`src/rtl/hazard_control_unit.sv`:
```
// Stall/flush/hold generator for the RV32I 5-stage pipeline with a data-memory wait FSM.
// Optional performance counters are built only when HCU_PERF_CNT_EN is defined.
module hazard_control_unit #(
    parameter int MEM_TIMEOUT = 16,
    parameter int CNT_W       = 32
) (
    input  logic             clk,
    input  logic             rst_n,
    input  logic [4:0]       IF_ID_Rs1,
    input  logic [4:0]       IF_ID_Rs2,
    input  logic             ID_EX_MemRead,
    input  logic [4:0]       ID_EX_Rd,
    input  logic             PCSrc,
    input  logic             dmem_req,
    input  logic             dmem_ready,
    output logic             PC_Write,
    output logic             IF_ID_Stall,
    output logic             IF_ID_Flush,
    output logic             Control_Sig_Stall,
    output logic             ID_EX_Flush,
    output logic             ID_EX_Hold,
    output logic             EX_MEM_Hold,
    output logic             MEM_WB_Hold,
    output logic             mem_timeout,
    output logic [CNT_W-1:0] perf_stall_cnt,
    output logic [CNT_W-1:0] perf_flush_cnt
);

    typedef enum logic [0:0] {
        ST_RUN      = 1'b0,
        ST_MEM_WAIT = 1'b1
    } state_t;

    localparam logic [7:0] LP_TIMEOUT = 8'(MEM_TIMEOUT);

    state_t     r_state;
    state_t     w_state_next;
    logic [7:0] r_wait_cnt;
    logic [7:0] w_wait_cnt_next;
    logic       r_mem_timeout;
    logic       w_mem_timeout_next;
    logic       w_load_use;
    logic       w_mem_busy;

    // Hazard detection; x0 never carries a dependency.
    always_comb begin
        w_load_use = ID_EX_MemRead && (ID_EX_Rd != 5'd0) &&
                     ((ID_EX_Rd == IF_ID_Rs1) || (ID_EX_Rd == IF_ID_Rs2));
        w_mem_busy = (r_state == ST_MEM_WAIT) ||
                     ((r_state == ST_RUN) && dmem_req && !dmem_ready);
    end

    // Memory-wait FSM next state, saturating wait counter and sticky timeout.
    always_comb begin
        w_state_next       = r_state;
        w_wait_cnt_next    = r_wait_cnt;
        w_mem_timeout_next = r_mem_timeout;
        case (r_state)
            ST_RUN: begin
                if (dmem_req && !dmem_ready) begin
                    w_state_next    = ST_MEM_WAIT;
                    w_wait_cnt_next = 8'd1;
                end else begin
                    w_state_next    = ST_RUN;
                end
            end
            ST_MEM_WAIT: begin
                // A dropped dmem_req is a protocol error; only dmem_ready ends the wait.
                if (dmem_ready) begin
                    w_state_next    = ST_RUN;
                    w_wait_cnt_next = 8'd0;
                end else begin
                    if (r_wait_cnt != 8'd255) begin
                        w_wait_cnt_next = r_wait_cnt + 8'd1;
                    end else begin
                        w_wait_cnt_next = r_wait_cnt;
                    end
                    if (w_wait_cnt_next == LP_TIMEOUT) begin
                        w_mem_timeout_next = 1'b1;
                    end else begin
                        w_mem_timeout_next = r_mem_timeout;
                    end
                end
            end
            default: begin
                w_state_next    = ST_RUN;
                w_wait_cnt_next = 8'd0;
            end
        endcase
    end

    // FSM state, wait counter and timeout flag registers.
    always_ff @(posedge clk or negedge rst_n) begin
        if (!rst_n) begin
            r_state       <= ST_RUN;
            r_wait_cnt    <= 8'd0;
            r_mem_timeout <= 1'b0;
        end else begin
            r_state       <= w_state_next;
            r_wait_cnt    <= w_wait_cnt_next;
            r_mem_timeout <= w_mem_timeout_next;
        end
    end

    // Prioritised pipeline controls; reset forces both flushes so no stale instruction issues.
    always_comb begin
        PC_Write          = 1'b1;
        IF_ID_Stall       = 1'b0;
        IF_ID_Flush       = 1'b0;
        Control_Sig_Stall = 1'b0;
        ID_EX_Flush       = 1'b0;
        ID_EX_Hold        = 1'b0;
        EX_MEM_Hold       = 1'b0;
        MEM_WB_Hold       = 1'b0;
        mem_timeout       = r_mem_timeout;
        if (!rst_n) begin
            PC_Write    = 1'b0;
            IF_ID_Flush = 1'b1;
            ID_EX_Flush = 1'b1;
            mem_timeout = 1'b0;
        end else if (w_mem_busy) begin
            PC_Write    = 1'b0;
            IF_ID_Stall = 1'b1;
            ID_EX_Hold  = 1'b1;
            EX_MEM_Hold = 1'b1;
            MEM_WB_Hold = 1'b1;
        end else if (PCSrc) begin
            IF_ID_Flush = 1'b1;
            ID_EX_Flush = 1'b1;
        end else if (w_load_use) begin
            PC_Write          = 1'b0;
            IF_ID_Stall       = 1'b1;
            Control_Sig_Stall = 1'b1;
        end else begin
            PC_Write = 1'b1;
        end
    end

`ifdef HCU_PERF_CNT_EN
    logic [CNT_W-1:0] r_perf_stall_cnt;
    logic [CNT_W-1:0] r_perf_flush_cnt;
    logic             w_prio_flush;
    logic             w_prio_stall;

    assign w_prio_flush = !w_mem_busy && PCSrc;
    assign w_prio_stall = !w_mem_busy && !PCSrc && w_load_use;

    // Wrapping event counters for redirect flushes and load-use stalls.
    always_ff @(posedge clk or negedge rst_n) begin
        if (!rst_n) begin
            r_perf_stall_cnt <= '0;
            r_perf_flush_cnt <= '0;
        end else begin
            if (w_prio_stall) begin
                r_perf_stall_cnt <= r_perf_stall_cnt + CNT_W'(1);
            end
            if (w_prio_flush) begin
                r_perf_flush_cnt <= r_perf_flush_cnt + CNT_W'(1);
            end
        end
    end

    assign perf_stall_cnt = r_perf_stall_cnt;
    assign perf_flush_cnt = r_perf_flush_cnt;
`else
    assign perf_stall_cnt = '0;
    assign perf_flush_cnt = '0;
`endif

endmodule

```
`config.mk`:
```
export PLATFORM = sky130hd
export DESIGN_NAME = hazard_control_unit
export DESIGN_NICKNAME = d
export VERILOG_FILES = /design/src/rtl/hazard_control_unit.sv
export SDC_FILE = /design/constraint.sdc
export NUM_CORES = 1
export LEC_CHECK = 0
export BUFFER_PORTS_ARGS = -buffer_cell sky130_fd_sc_hd__buf_2
export CORE_UTILIZATION = 33
export CTS_CLUSTER_DIAMETER = 120
export DETAILED_ROUTE_END_ITERATION = 7
export GPL_TIMING_DRIVEN = 0
export PLACE_DENSITY = 0.67
export SYNTH_ARGS = -nofsm -noshare
export SYNTH_HDL_FRONTEND = slang
export SYNTH_SLANG_ARGS = --single-unit
```
`constraint.sdc`:
```
create_clock -name clk -period 3.28 [get_ports clk]
set_input_delay 0.492 -clock clk [delete_from_list [all_inputs] [get_ports clk]]
set_output_delay 0.492 -clock clk [all_outputs]
set_load 0.02 [all_outputs]
```
# Word-level counts from Yosys, hierarchy flattened
# Index checks and enable logic that the tools add are counted.
[totals]
regBits = 10
in_bits = 21
out_inout_bits = 73
word_cells = 46
[op_classes]
add_sub_neg = 1
eq_ne = 5
mux = 25
n_bitwise = 2
n_reduce_logical = 10
[op_table]
columns = ["cell", "n"]
rows = [
  ["8-bit 2-to-1 mux", 5],
  ["1-bit 2-to-1 mux", 18],
  ["8-bit case mux with 2 select lines", 1],
  ["5-bit == test", 2],
  ["8-bit by 1-bit adder with 8-bit output, second input constant", 1],
  ["8-bit by 5-bit == test with 1-bit output, second input constant", 1],
  ["8-bit != test, second input constant", 1],
  ["1-bit logical AND", 5],
  ["5-bit nonzero test", 1],
  ["3-bit AND reduction", 1],
  ["1-bit logical OR", 2],
  ["2-bit by 1-bit != test with 1-bit output, second input constant", 1],
  ["1-bit NOT", 2],
  ["1-bit case mux with 2 select lines", 1],
  ["1-bit logical NOT", 1],
]

# Longest topological paths before layout
[logic_depth]
ltp_word = 7
mapped_depth = 5
ltp_nobuf = 5

# Least setup slack after synthesis
# Ideal clock, no wire load.
[synth_path]
path_kind = "in2out"
start = "input port dmem_req"
end = "output port IF_ID_Stall"
arrival_ns = 1.454
required_time_ns = 2.788
setup_slack_ns = 1.334
stages = 4
cell_sequence = "nor2b_1 or2_2 and2_1 o21bai_1"
[synth_between]
elab_chain_cells = 5
[synth_rtl]
columns = ["element", "line_no", "source"]
rows = [
  ["start: declaration", "14", "input logic dmem_req,"],
  ["1-bit logical AND (2 in series)", "50", "((r_state == ST_RUN) && dmem_req && !dmem_ready);"],
  ["1-bit logical OR", "49", "w_mem_busy = (r_state == ST_MEM_WAIT) ||"],
  ["1-bit 2-to-1 mux", "121", "end else if (w_mem_busy) begin"],
  ["1-bit 2-to-1 mux", "116", "if (!rst_n) begin"],
  ["end: declaration", "17", "output logic IF_ID_Stall,"],
]
# No other way between the ends.

# Worst setup path in the final report
# Same ends and word-level chain as after synthesis.

==> impl_metrics.py <==
metrics = {
    "placed_design": {
        "dp_hpwl_mm": 2.02,
        "io_buffer_count": 29,
        "place.gp.congestion": 0.845,
        "placed_cells": 309,
        "pre_cts_ws_ps": 1190,
    },
    "routing": {
        "drtPass1Iterations": 4,
        "drc": 0,
        "routed_wl_mm": 2.35,
        "wire_per_inst_um": 7.54,
        "vias_per_cell": 3.62,
        "ant_nets": 0,
        "route.vias.total": 1129,
        "drt_first_iter_violations": 16,
    },
    "pwr": {
        "seqPwrFrac_pct": 28.9,
        "combPwrFrac_pct": 44.2,
        "p_sw_w": 0.000169,
        "leakage_nw": 1.07,
        "swShare_pct": 36.2,
        "p_clk_share_pct": 26.9,
        "ir_drop_mv": 0.158,
        "p_per_area_nw_per_um2": 257,
        "internal_power_w": 0.000297,
    },
    "worst_setup_path": {
        "worstPathMaxFanout": 5,
        "crit_required_ps": 2790,
        "end_kind": "primary output",
        "critPathKind": "input pin to primary output",
        "crit_path_start_kind": "input pin",
        "crit_path_start": "dmem_req",
        "crit-reg2reg-launch": "r_wait_cnt[0]",
        "critPathMaxStageDelay_ps": 330,
        "crit_arrival_ps": 1590,
        "critPathTopFamily": "simple AND/OR/NAND/NOR gates",
        "cp.buffers_inverters": 2,
        "cp_cell_sequence": "buf_2, nor2b_1, or2_2, and2_1, o21bai_1, buf_2",
        "cpMostUsedCell": "buf_2",
        "slowest_stage": "or2_2",
    },
    "die": {
        "die_width_um": 65.5,
        "io_pins": 94,
        "dieHeight_um": 65.5,
        "rows": 22,
        "start_util_pct": 35.3,
        "dieArea_um2": 4290,
        "core-area_um2": 3770,
    },
    "timing": {
        "maxSlewViolCount": 0,
        "finClkSkew_ps": 3.85,
        "timing.fmax_ghz": 0.481,
        "hold_viol_final": 0,
        "setup_violations": 0,
        "rsz0062_at_grt": "no",
        "tns_ps": 0,
        "fin_crit_ps": 2080,
        "timing.final.ws_setup_ps": 1200,
        "fin_crit_sh_pct": 63.4,
    },
    "global_routing": {
        "grt_pass1_wl_mm": 3.77,
        "antenna_found_initial": 0,
        "grtUsageTotal_pct": 11.4,
        "grt_pass1_vias": 877,
        "grt_max_degree": 16,
        "grt-ovfl-total": 0,
    },
    "run_status": {
        "status": "finished, final reports clean",
    },
    "clock_tree": {
        "cts_made_buffers": 3,
        "cts_setup_buffers": 0,
        "clk_pin_slew_ps": 50,
        "cts_hold_buf": 0,
        "htree_num_levels": 1,
        "clock_sinks": 10,
        "cts_resized": 0,
        "root_buffer": "clkbuf_8",
        "clkLatencyLatePin_ps": 230,
        "cts.path.max_buffers": 2,
        "cts_tree": "built",
    },
    "flow_run": {
        "cap_violations": 0,
    },
    "logic_synthesis": {
        "ys_seq_elements": 10,
        "synth_edf_count": 0,
        "syn-cell-area_um2": 1330,
        "syn-mean-instance-area_um2": 7.87,
        "yosysWarnings": 0,
        "synthFlopType": "dfrtp_1",
        "synth_cells": 169,
        "synthArstFlopShare_pct": 100,
        "synth-seq-area-share_pct": 18.8,
        "synth_cell_types": 41,
    },
    "layout": {
        "n_antenna_cell": 0,
        "area_growth_pct": 36.3,
        "fin_cells": 312,
        "drive_gt1_share_pct": 40.5,
        "fillers": 378,
        "final_nets": 288,
    },
    "min_path": {
        "hold_class": "input pin to asynchronous set/reset pin",
    },
}
## registers in the layout, indices dropped and copies added, names as in the netlist
register,flops
r_mem_timeout,1
r_state,1
r_wait_cnt,8
## metrics by stage
| stage | hold slack, ps | util (%) | instance area (um2) | power (W) |
|---|---|---|---|---|
| 6_report | 136 | 48.1 | 1810 | 0.000466 |
| 5_1_grt | 151 | 48.1 | 1810 | 0.000499 |
| 4_1_cts | 143 | 48.1 | 1810 | 0.000470 |
| 3_5_place_dp | 398 | 47.0 | 1770 | 0.000341 |
| 3_3_place_gp | 398 | 47.0 | 1770 | 0.000339 |
| 2_1_floorplan | 196 | - | 1570 | 0.000307 |
## power by group through the flow
| stage | clock network (W) | logic (W) | registers [W] |
|---|---|---|---|
| 6_report | 0.000125 | 0.000206 | 0.000135 |
| 5_1_grt | 0.000140 | 0.000224 | 0.000135 |
| 4_1_cts | 0.000131 | 0.000204 | 0.000135 |
| 3_5_place_dp | 0 | 0.000204 | 0.000137 |
| 3_3_place_gp | 0 | 0.000203 | 0.000136 |
| 2_1_floorplan | 0 | 0.000172 | 0.000135 |
## cell families (layout without fill, tap and decap cells)
family                   Yosys count  after routing  synth area share (%)
multiplexers                       1              1                 0.753
XOR/XNOR                          11             11                  7.24
buffers and inverters             71            103                  39.9
other                              1             64                 0.282
flip-flops                        10             10                  18.8
adder cells (fa/ha/maj)            1              1                 0.941
AND/OR/NAND/NOR                   48             48                  19.5
AO/OA/AOI/OAI                     26             26                  12.6
## cells in the final DEF, fill, tap and decap left out, types with 2 or more instances in the layout
master | netlist | routed
a21oi_1 | 8 | 8
a31oi_1 | 2 | 2
and2_1 | 2 | 2
buf_2 | 2 | 31
buf_4 | 67 | 67
clkbuf_8 | 1 | 4
conb_1 | 1 | 64
dfrtp_1 | 10 | 10
nand2_1 | 6 | 6
nand3_1 | 3 | 3
nand3b_1 | 2 | 2
nand4_1 | 2 | 2
nand4b_1 | 2 | 2
nor2_1 | 15 | 15
nor2b_1 | 2 | 2
nor3_1 | 5 | 5
o21ai_0 | 6 | 6
xor2_1 | 10 | 10
## cells in the mapped netlist, types with 2 or more instances
| master | count | area (um2) |
|---|---|---|
| a21oi_1 | 8 | 40.0 |
| a31oi_1 | 2 | 12.5 |
| and2_1 | 2 | 12.5 |
| buf_2 | 2 | 10.0 |
| buf_4 | 67 | 503 |
| dfrtp_1 | 10 | 250 |
| nand2_1 | 6 | 22.5 |
| nand3_1 | 3 | 15.0 |
| nand3b_1 | 2 | 15.0 |
| nand4_1 | 2 | 12.5 |
| nand4b_1 | 2 | 17.5 |
| nor2_1 | 15 | 56.3 |
| nor2b_1 | 2 | 12.5 |
| nor3_1 | 5 | 25.0 |
| o21ai_0 | 6 | 30.0 |
| xor2_1 | 10 | 87.6 |
## metal layers
| metal | wire (um) | share of wire, % | vias to the layer above | GRT usage (%) |
|---|---|---|---|---|
| met2 | 1180 | 50 | 42 | 20.6 |
| li1 | - | - | 629 | - |
| met4 | 51 | 2.2 | 0 | 6.52 |
| met1 | 941 | 40 | 453 | 12.4 |
| met3 | 182 | 7.7 | 5 | 1.74 |
| met5 | 0 | 0 | - | 0 |
## final timing paths
path                                 end  slack (ps)  cells after the start
max                          IF_ID_Stall        1200                      6
max reg2reg                r_wait_cnt[5]        1740                      5
min in group clk                 r_state         460                      2
min reg2reg                r_mem_timeout         470                      1
max in group asynchronous        r_state        2910                      1
min                        r_wait_cnt[2]         140                      1
## final cells by class
type	instances	area, um2	share of cell area, %
Multi-Input combinational cell	151	786	43.3
Buffer	71	531	29.3
Sequential cell	10	250	13.8
Timing Repair Buffer	29	145	8.01
Tap cell	48	60.1	3.31
Clock buffer	3	41.3	2.28
(Power assumes the default switching activity.)
